## config.mk

```make
export PLATFORM = sky130hd
export DESIGN_NAME = bp_hidden_layer_scheduler_flat
export DESIGN_NICKNAME = d
export VERILOG_FILES = /design/src/rtl/bp_hidden_layer_scheduler_pkg.sv /design/src/rtl/bp_hidden_layer_scheduler_if.sv /design/src/rtl/bp_hidden_layer_scheduler_operand.sv /design/src/rtl/bp_hidden_layer_scheduler.sv /design/src/flat_wrapper.sv
export SDC_FILE = /design/constraint.sdc
export NUM_CORES = 1
export LEC_CHECK = 0
export ABC_AREA = 1
export CAP_MARGIN = 20
export CORE_UTILIZATION = 44
export DETAILED_ROUTE_END_ITERATION = 16
export PLACE_DENSITY = 0.77
export SLEW_MARGIN = 20
export SYNTH_ARGS = -nofsm -noshare
export SYNTH_HDL_FRONTEND = slang
export SYNTH_SLANG_ARGS = --single-unit
export TNS_END_PERCENT = 10
```

## constraint.sdc

```tcl
create_clock -name clk -period 3.2 [get_ports clk]
set_input_delay 0.8 -clock clk [delete_from_list [all_inputs] [get_ports clk]]
set_output_delay 0.8 -clock clk [all_outputs]
set_load 0.05 [all_outputs]
```

## src/rtl/bp_hidden_layer_scheduler_pkg.sv

```systemverilog
// Shared types and helpers for the hidden-layer back-prop scheduler.
package bp_sched_pkg;

    typedef enum logic [2:0] {
        ST_IDLE,
        ST_LOAD_DELTA,
        ST_ISSUE,
        ST_DRAIN,
        ST_DONE
    } sched_state_t;

    localparam logic [31:0] FP_ONE = 32'h3F800000;

    // Weight RAM is laid out row-major over forward nodes with a trailing bias column per row.
    function automatic int unsigned weight_addr(input int unsigned k,
                                                input int unsigned n,
                                                input int unsigned h);
        return k * (h + 1) + n;
    endfunction

endpackage

```

## src/rtl/bp_hidden_layer_scheduler_if.sv

```systemverilog
// Operand/result bus between the scheduler (master) and the shared back-prop datapath (slave).
interface bp_hidden_layer_scheduler_if #(
    parameter int DATA_WIDTH = 32
);
    logic                  dp_valid;
    logic                  dp_ready;
    logic                  dp_first;
    logic                  dp_last;
    logic [DATA_WIDTH-1:0] dp_delta;
    logic [DATA_WIDTH-1:0] dp_weight;
    logic [DATA_WIDTH-1:0] dp_act;
    logic                  res_valid;
    logic [DATA_WIDTH-1:0] res_data;

    modport master (
        output dp_valid, dp_first, dp_last, dp_delta, dp_weight, dp_act,
        input  dp_ready, res_valid, res_data
    );

    modport slave (
        input  dp_valid, dp_first, dp_last, dp_delta, dp_weight, dp_act,
        output dp_ready, res_valid, res_data
    );
endinterface

```

## src/rtl/bp_hidden_layer_scheduler_operand.sv

```systemverilog
// One-deep stall-safe operand register; weight/activation arrive from 1-cycle-latency RAMs
// and are passed through on the landing cycle, then held locally while stalled.
module bp_operand_stage #(
    parameter int DATA_WIDTH = 32
) (
    input  logic                  clk,
    input  logic                  rst_n,
    input  logic                  issue,
    input  logic [DATA_WIDTH-1:0] issue_delta,
    input  logic                  issue_first,
    input  logic                  issue_last,
    input  logic [DATA_WIDTH-1:0] ram_weight,
    input  logic [DATA_WIDTH-1:0] ram_act,
    input  logic                  ready,
    output logic                  can_issue,
    output logic                  valid,
    output logic                  first,
    output logic                  last,
    output logic [DATA_WIDTH-1:0] delta,
    output logic [DATA_WIDTH-1:0] weight,
    output logic [DATA_WIDTH-1:0] act
);
    logic                  valid_reg;
    logic                  fresh_reg;
    logic                  first_reg;
    logic                  last_reg;
    logic [DATA_WIDTH-1:0] delta_reg;
    logic [DATA_WIDTH-1:0] weight_hold_reg;
    logic [DATA_WIDTH-1:0] act_hold_reg;

    assign can_issue = !valid_reg || ready;

    always_ff @(posedge clk or negedge rst_n) begin
        if (!rst_n) begin
            valid_reg       <= 1'b0;
            fresh_reg       <= 1'b0;
            first_reg       <= 1'b0;
            last_reg        <= 1'b0;
            delta_reg       <= '0;
            weight_hold_reg <= '0;
            act_hold_reg    <= '0;
        end else begin
            if (issue) begin
                valid_reg <= 1'b1;
                fresh_reg <= 1'b1;
                first_reg <= issue_first;
                last_reg  <= issue_last;
                delta_reg <= issue_delta;
            end else begin
                fresh_reg <= 1'b0;
                if (ready) begin
                    valid_reg <= 1'b0;
                end
            end
            // RAM data is only guaranteed on its landing cycle; keep a copy for stalls.
            if (fresh_reg) begin
                weight_hold_reg <= ram_weight;
                act_hold_reg    <= ram_act;
            end
        end
    end

    assign valid  = valid_reg;
    assign first  = first_reg;
    assign last   = last_reg;
    assign delta  = delta_reg;
    assign weight = fresh_reg ? ram_weight : weight_hold_reg;
    assign act    = fresh_reg ? ram_act    : act_hold_reg;

endmodule

```

## src/rtl/bp_hidden_layer_scheduler.sv

```systemverilog
// Hidden-layer back-prop scheduler: loads output deltas, streams operand pairs to the shared
// datapath and writes returned results to the hidden delta RAM. Optional: BP_SCHED_STALL_CNT_EN.
module bp_hidden_layer_scheduler
    import bp_sched_pkg::*;
#(
    parameter int DATA_WIDTH             = 32,
    parameter int NUMBER_OF_HIDDEN_NODE  = 4,
    parameter int NUMBER_OF_FORWARD_NODE = 3,
    parameter int ADDRESS_WIDTH          = 11
) (
    input  logic                     clk,
    input  logic                     rst_n,
    input  logic                     i_start,
    output logic                     o_busy,
    output logic                     o_done,
    output logic                     o_delta_rd,
    output logic [ADDRESS_WIDTH-1:0] o_delta_addr,
    input  logic [DATA_WIDTH-1:0]    i_delta_data,
    output logic                     o_weight_rd,
    output logic [ADDRESS_WIDTH-1:0] o_weight_addr,
    input  logic [DATA_WIDTH-1:0]    i_weight_data,
    output logic                     o_act_rd,
    output logic [ADDRESS_WIDTH-1:0] o_act_addr,
    input  logic [DATA_WIDTH-1:0]    i_act_data,
    bp_hidden_layer_scheduler_if.master dp,
    output logic                     o_wr_en,
    output logic [ADDRESS_WIDTH-1:0] o_wr_addr,
    output logic [DATA_WIDTH-1:0]    o_wr_data,
    output logic                     o_overflow_err,
    output logic [15:0]              o_stall_count
);
    localparam int H = NUMBER_OF_HIDDEN_NODE;
    localparam int F = NUMBER_OF_FORWARD_NODE;
    localparam logic [ADDRESS_WIDTH-1:0] H_A    = ADDRESS_WIDTH'(H);
    localparam logic [ADDRESS_WIDTH-1:0] F_A    = ADDRESS_WIDTH'(F);
    localparam logic [ADDRESS_WIDTH-1:0] H_LAST = ADDRESS_WIDTH'(H - 1);
    localparam logic [ADDRESS_WIDTH-1:0] F_LAST = ADDRESS_WIDTH'(F - 1);
    localparam logic [ADDRESS_WIDTH-1:0] ONE_A  = ADDRESS_WIDTH'(1);

    sched_state_t state_reg, state_next;

    logic [ADDRESS_WIDTH-1:0] ld_cnt_reg;
    logic                     cap_valid_reg;
    logic [ADDRESS_WIDTH-1:0] cap_idx_reg;
    logic [ADDRESS_WIDTH-1:0] n_reg;
    logic [ADDRESS_WIDTH-1:0] k_reg;
    logic [ADDRESS_WIDTH-1:0] res_cnt_reg;
    logic [ADDRESS_WIDTH-1:0] res_cnt_next;
    logic                     overflow_reg;

    logic                     start_accept;
    logic                     delta_rd;
    logic                     issue;
    logic                     can_issue;
    logic                     last_pair;
    logic                     res_accept;
    logic                     res_wr;
    logic [DATA_WIDTH-1:0]    rf_entry [F];
    logic [DATA_WIDTH-1:0]    rf_sel;

    assign start_accept = (state_reg == ST_IDLE) && i_start;
    assign last_pair    = (k_reg == F_LAST) && (n_reg == H_LAST);
    assign res_accept   = (state_reg != ST_IDLE) && (res_cnt_reg != H_A);
    assign res_wr       = dp.res_valid && res_accept;
    assign res_cnt_next = res_wr ? res_cnt_reg + ONE_A : res_cnt_reg;

    always_ff @(posedge clk or negedge rst_n) begin
        if (!rst_n) begin
            state_reg <= ST_IDLE;
        end else begin
            state_reg <= state_next;
        end
    end

    always_comb begin
        state_next = state_reg;
        o_busy     = 1'b0;
        o_done     = 1'b0;
        delta_rd   = 1'b0;
        issue      = 1'b0;
        case (state_reg)
            ST_IDLE: begin
                if (i_start) begin
                    state_next = ST_LOAD_DELTA;
                end
            end
            ST_LOAD_DELTA: begin
                o_busy   = 1'b1;
                delta_rd = (ld_cnt_reg < F_A);
                // The final capture lands on the same edge that enters ISSUE.
                if (ld_cnt_reg == F_A) begin
                    state_next = ST_ISSUE;
                end
            end
            ST_ISSUE: begin
                o_busy = 1'b1;
                issue  = can_issue;
                if (can_issue && last_pair) begin
                    state_next = ST_DRAIN;
                end
            end
            ST_DRAIN: begin
                o_busy = 1'b1;
                if (res_cnt_next == H_A) begin
                    state_next = ST_DONE;
                end
            end
            ST_DONE: begin
                o_done     = 1'b1;
                state_next = ST_IDLE;
            end
            default: state_next = ST_IDLE;
        endcase
    end

    always_ff @(posedge clk or negedge rst_n) begin
        if (!rst_n) begin
            ld_cnt_reg    <= '0;
            cap_valid_reg <= 1'b0;
            cap_idx_reg   <= '0;
            n_reg         <= '0;
            k_reg         <= '0;
            res_cnt_reg   <= '0;
            overflow_reg  <= 1'b0;
        end else begin
            cap_valid_reg <= delta_rd;
            cap_idx_reg   <= ld_cnt_reg;
            if (start_accept) begin
                ld_cnt_reg  <= '0;
                n_reg       <= '0;
                k_reg       <= '0;
                res_cnt_reg <= '0;
            end else begin
                if (state_reg == ST_LOAD_DELTA) begin
                    ld_cnt_reg <= ld_cnt_reg + ONE_A;
                end
                if (issue) begin
                    if (k_reg == F_LAST) begin
                        k_reg <= '0;
                        n_reg <= n_reg + ONE_A;
                    end else begin
                        k_reg <= k_reg + ONE_A;
                    end
                end
                res_cnt_reg <= res_cnt_next;
            end
            if (dp.res_valid && !res_accept) begin
                overflow_reg <= 1'b1;
            end
        end
    end

    // Output-layer delta register file, one entry per forward node.
    for (genvar gi = 0; gi < F; gi++) begin : g_rf
        logic [DATA_WIDTH-1:0] entry_reg;
        always_ff @(posedge clk or negedge rst_n) begin
            if (!rst_n) begin
                entry_reg <= '0;
            end else if (cap_valid_reg && (cap_idx_reg == ADDRESS_WIDTH'(gi))) begin
                entry_reg <= i_delta_data;
            end
        end
        assign rf_entry[gi] = entry_reg;
    end

    always_comb begin
        rf_sel = '0;
        for (int i = 0; i < F; i++) begin
            if (k_reg == ADDRESS_WIDTH'(i)) begin
                rf_sel = rf_entry[i];
            end
        end
    end

    bp_operand_stage #(
        .DATA_WIDTH (DATA_WIDTH)
    ) u_operand_stage (
        .clk         (clk),
        .rst_n       (rst_n),
        .issue       (issue),
        .issue_delta (rf_sel),
        .issue_first (k_reg == '0),
        .issue_last  (k_reg == F_LAST),
        .ram_weight  (i_weight_data),
        .ram_act     (i_act_data),
        .ready       (dp.dp_ready),
        .can_issue   (can_issue),
        .valid       (dp.dp_valid),
        .first       (dp.dp_first),
        .last        (dp.dp_last),
        .delta       (dp.dp_delta),
        .weight      (dp.dp_weight),
        .act         (dp.dp_act)
    );

    assign o_delta_rd     = delta_rd;
    assign o_delta_addr   = delta_rd ? ld_cnt_reg : '0;
    assign o_weight_rd    = issue;
    assign o_weight_addr  = issue ? ADDRESS_WIDTH'(weight_addr(32'(k_reg), 32'(n_reg), H)) : '0;
    assign o_act_rd       = issue;
    assign o_act_addr     = issue ? n_reg : '0;
    assign o_wr_en        = res_wr;
    assign o_wr_addr      = res_wr ? res_cnt_reg : '0;
    assign o_wr_data      = res_wr ? dp.res_data : '0;
    assign o_overflow_err = overflow_reg;

`ifdef BP_SCHED_STALL_CNT_EN
    logic [15:0] stall_cnt_reg;

    always_ff @(posedge clk or negedge rst_n) begin
        if (!rst_n) begin
            stall_cnt_reg <= '0;
        end else if (start_accept) begin
            stall_cnt_reg <= '0;
        end else if (dp.dp_valid && !dp.dp_ready && (stall_cnt_reg != 16'hFFFF)) begin
            stall_cnt_reg <= stall_cnt_reg + 16'd1;
        end
    end

    assign o_stall_count = stall_cnt_reg;
`else
    assign o_stall_count = 16'h0000;
`endif

endmodule

```

## src/flat_wrapper.sv

```systemverilog
// flat-port wrapper written by rule: the top's interface ports become plain ports
module bp_hidden_layer_scheduler_flat import bp_sched_pkg::*;
#(
    parameter int DATA_WIDTH             = 32,
    parameter int NUMBER_OF_HIDDEN_NODE  = 4,
    parameter int NUMBER_OF_FORWARD_NODE = 3,
    parameter int ADDRESS_WIDTH          = 11
)
  (clk, rst_n, i_start, o_busy, o_done, o_delta_rd, o_delta_addr, i_delta_data, o_weight_rd, o_weight_addr, i_weight_data, o_act_rd, o_act_addr, i_act_data, o_wr_en, o_wr_addr, o_wr_data, o_overflow_err, o_stall_count, dp_dp_valid, dp_dp_first, dp_dp_last, dp_dp_delta, dp_dp_weight, dp_dp_act, dp_dp_ready, dp_res_valid, dp_res_data);
  bp_hidden_layer_scheduler_if #(.DATA_WIDTH(DATA_WIDTH)) dp_i ();
  input  logic clk;
  input  logic rst_n;
  input  logic i_start;
  output logic o_busy;
  output logic o_done;
  output logic o_delta_rd;
  output logic [ADDRESS_WIDTH-1:0] o_delta_addr;
  input  logic [DATA_WIDTH-1:0] i_delta_data;
  output logic o_weight_rd;
  output logic [ADDRESS_WIDTH-1:0] o_weight_addr;
  input  logic [DATA_WIDTH-1:0] i_weight_data;
  output logic o_act_rd;
  output logic [ADDRESS_WIDTH-1:0] o_act_addr;
  input  logic [DATA_WIDTH-1:0] i_act_data;
  output logic o_wr_en;
  output logic [ADDRESS_WIDTH-1:0] o_wr_addr;
  output logic [DATA_WIDTH-1:0] o_wr_data;
  output logic o_overflow_err;
  output logic [15:0] o_stall_count;
  output wire logic [$bits(dp_i.dp_valid)-1:0] dp_dp_valid;
  output wire logic [$bits(dp_i.dp_first)-1:0] dp_dp_first;
  output wire logic [$bits(dp_i.dp_last)-1:0] dp_dp_last;
  output wire logic [$bits(dp_i.dp_delta)-1:0] dp_dp_delta;
  output wire logic [$bits(dp_i.dp_weight)-1:0] dp_dp_weight;
  output wire logic [$bits(dp_i.dp_act)-1:0] dp_dp_act;
  input wire logic [$bits(dp_i.dp_ready)-1:0] dp_dp_ready;
  input wire logic [$bits(dp_i.res_valid)-1:0] dp_res_valid;
  input wire logic [$bits(dp_i.res_data)-1:0] dp_res_data;
  assign dp_dp_valid = dp_i.dp_valid;
  assign dp_dp_first = dp_i.dp_first;
  assign dp_dp_last = dp_i.dp_last;
  assign dp_dp_delta = dp_i.dp_delta;
  assign dp_dp_weight = dp_i.dp_weight;
  assign dp_dp_act = dp_i.dp_act;
  assign dp_i.dp_ready = dp_dp_ready;
  assign dp_i.res_valid = dp_res_valid;
  assign dp_i.res_data = dp_res_data;
  bp_hidden_layer_scheduler #(.DATA_WIDTH(DATA_WIDTH), .NUMBER_OF_HIDDEN_NODE(NUMBER_OF_HIDDEN_NODE), .NUMBER_OF_FORWARD_NODE(NUMBER_OF_FORWARD_NODE), .ADDRESS_WIDTH(ADDRESS_WIDTH)) u_core (.clk(clk), .rst_n(rst_n), .i_start(i_start), .o_busy(o_busy), .o_done(o_done), .o_delta_rd(o_delta_rd), .o_delta_addr(o_delta_addr), .i_delta_data(i_delta_data), .o_weight_rd(o_weight_rd), .o_weight_addr(o_weight_addr), .i_weight_data(i_weight_data), .o_act_rd(o_act_rd), .o_act_addr(o_act_addr), .i_act_data(i_act_data), .dp(dp_i), .o_wr_en(o_wr_en), .o_wr_addr(o_wr_addr), .o_wr_data(o_wr_data), .o_overflow_err(o_overflow_err), .o_stall_count(o_stall_count));
endmodule
```

==> flow_metrics.tcl <==
set metrics [dict create \
    period_minus_slack_ps 4080 \
    num_rows 61 \
    num_io_pins 331 \
    p_leak_nw 8.218 \
    via_count 10650 \
    clock-sinks 256 \
    worstPathCellList "ha_1 > inv_2 > fa_1 > inv_2 > ha_4 > a21oi_2 > nand2_1 > a21o_1 > a21oi_2 > nor2_2 > o21ai_2 > nand3_1 > nand2_2 > nor2_4 > buf_12" \
    fmax_mhz 245.1 \
    yosysTopAreaCellShare_pct 51.57 \
    viasPerCell 5.155 \
    synthTopCellsByArea "dfrtp_1 (52%), mux2_2 (5.8%), nand2_1 (5.8%), inv_1 (5.0%), nor2_1 (3.6%)" \
    busiest_layer "met2" \
    cts_hold_buf 0 \
    timing.rr.start "u_core.state_reg[0]" \
    fin_util_pct 64.39 \
    status "finished, violations left" \
    final_cell_mix "dfrtp_1 (254), nand2_1 (186), clkdlybuf4s50_1 (169)" \
    place.port_buffers 305 \
    met2_usage_pct 41.68 \
    slowest_stage "fa_1" \
    synth_cell_types 44 \
    dieWidth_um 170.0 \
    htreeDepth 1 \
    cp.required_ps 2400 \
    place_congestion 0.8990 \
    syn_area_per_cell_um2 9.419 \
    setup_ws_ps -879.9 \
    hold_viol 0 \
    synth_cells 1319 \
    relSlewSlack_pct 45.20 \
    violations "setup timing" \
    clockRootBuffer "clkbuf_16" \
    start_util_pct 44.72 \
    grt_pass1_wl_um 54270 \
    syn_to_final_growth_pct 44.00 \
    grt_usage_pct 23.54 \
    slew_viol_final 0 \
    ant_nets 0 \
    rsz0062_at_grt "true" \
    slowest_delay_ps 520 \
    critPathArrivalTime_ps 3280 \
    dieArea_mm2 0.02891 \
    cp-startpoint "u_core.k_reg[4]" \
    syn-cell-area_mm2 0.01242 \
    setup_violations 9 \
    synth_seq_cells 256 \
    wire_per_inst_um 16.95 \
    ys_seq_area_share_pct 51.57 \
    met1_usage_pct 28.08 \
    n_antenna_cell 0 \
    end_kind "primary output" \
    grt_antenna_before_repair 0 \
    path_class "reg2out" \
    cp_max_fo 4 \
    grt_pass1_vias 10790 \
    layout_commonest_cell "dfrtp_1" \
    use_met3_pct 6.209 \
    r2r.worst_path.cells 10 \
    ys_warn_count 0 \
    yosysTopAreaCell "dfrtp_1" \
    clockBufferDepth 3 \
    worst-slew-pin-transition_ps 822.0 \
    cap_violations 0 \
    grt-ovfl-total 0 \
    cts_tree "yes" \
    insertion_delay_ps 540 \
    die_h_um 170.0 \
    place_ws_ps -331.3 \
    post-route-drc-count 0 \
    drive_gt1_share_pct 26.14 \
    post-route-period-util_pct 127.5 \
    path_clk_slew_ps 60 \
    first_pass_iters 5 \
    postRouteWirelength_um 34990 \
    finClkSkew_ps 10.54 \
    largest_reg_flops 96 \
    startpoint_type "flop" \
    coreArea_mm2 0.02778 \
    dp_hpwl_um 23630 \
    grt_max_degree 92 \
    nNetsFinal 1837 \
    cts-buffers-inserted 27 \
    min_path_type "in2async" \
    pwr_density_cell_mw_per_mm2 1029 \
    num-fill-cells 2212 \
    drtIter0Drc 692 \
    ir_drop_v 0.0005434 \
]
## metal layers
layer / wire [µm] / vias up
li1: - / 5047
met1: 13640 / 5083
met2: 17480 / 471
met3: 3238 / 44
met4: 632 / 0
met5: 0 / -
## layout make-up
cell class | count | area, µm² | area share [%]
Inverter | 167 | 628.1 | 3.511
Timing Repair Buffer | 383 | 4222 | 23.60
Tap cell | 378 | 473.0 | 2.644
Clock inverter | 8 | 82.58 | 0.4616
Clock buffer | 41 | 818.3 | 4.574
Multi-Input combinational cell | 832 | 5258 | 29.39
Sequential cell | 256 | 6409 | 35.82
## synth_stat cells (all sizes together)
master / number
conb: 1
or4: 1
a22oi: 1
nor3: 19
ha: 29
o22ai: 34
a31o: 1
a21o: 3
nor4: 4
o21ai: 124
inv: 166
a221oi: 3
mux2: 64
clkbuf: 35
a21boi: 1
xnor2: 4
clkinv: 1
or2: 1
xor2: 8
o211ai: 1
nand4: 43
a31oi: 32
buf: 53
nand2: 194
nor3b: 3
a32oi: 1
dfrtp: 256
a21oi: 34
a211oi: 2
o21bai: 1
nor2: 120
nand3: 71
fa: 8
## report_power, final
| part | switching [mW] | internal (mW) | total [mW] |
|---|---|---|---|
| clock network | 1.26 | 1.85 | 3.10 |
| logic | 6.49 | 3.50 | 9.99 |
| registers | 0.694 | 4.62 | 5.32 |
| total | 8.44 | 9.97 | 18.4 |
## through the flow
step	hold slack (ps)	cells	TNS (ps)	power (mW)	cell area, µm²
floorplan	353.7	1343	-1636	11.84	12580
global placement	361.3	2010	-1129	14.95	16660
detailed placement	361.7	2010	-1521	15.19	16660
CTS	301.5	2061	-5565	18.38	17630
global route	334.5	2065	-6370	19.39	17890
finish	287.3	2065	-5429	18.41	17890
## worst paths after layout
kind | to | slack [ps]
worst min-delay path | u_core.g_rf[1].entry_reg[10] | 290
min in group clk | u_core.cap_idx_reg[7] | 370
worst max register to register | u_core.n_reg[4] | 680
worst min register to register | u_core.cap_idx_reg[7] | 370
max in group asynchronous | u_core.u_operand_stage.act_hold_reg[31] | 2080
worst max-delay path | o_weight_addr[9] | -880
## what timing repair did
action / in CTS / in global routing
cloned: 0 / 0
endpoints found under the setup margin: 11 / 53
endpoints found under the hold margin: 0 / 0
gates resized for setup: 15 / 63
pin swaps: 11 / 25
setup buffers: 3 / 4
## cell families after synthesis
logic type | count (synthesis) | share of synthesized area (%)
compound gates | 238 | 11.55
xor+xnor | 12 | 0.8460
buf+inv | 255 | 9.628
other cells | 1 | 0.03019
simple gates | 456 | 16.37
fa+ha+maj | 37 | 4.210
flops | 256 | 51.57
mux | 64 | 5.801
## worst max-delay path: cells and delay by family (launching register included)
kind            cells  cell delay (ps)
fa+ha+maj           3             1040
compound gates      4              670
flops               1              400
simple gates        5              400
buf+inv             3              230
No activity file was read; power rests on OpenSTA's default activity.
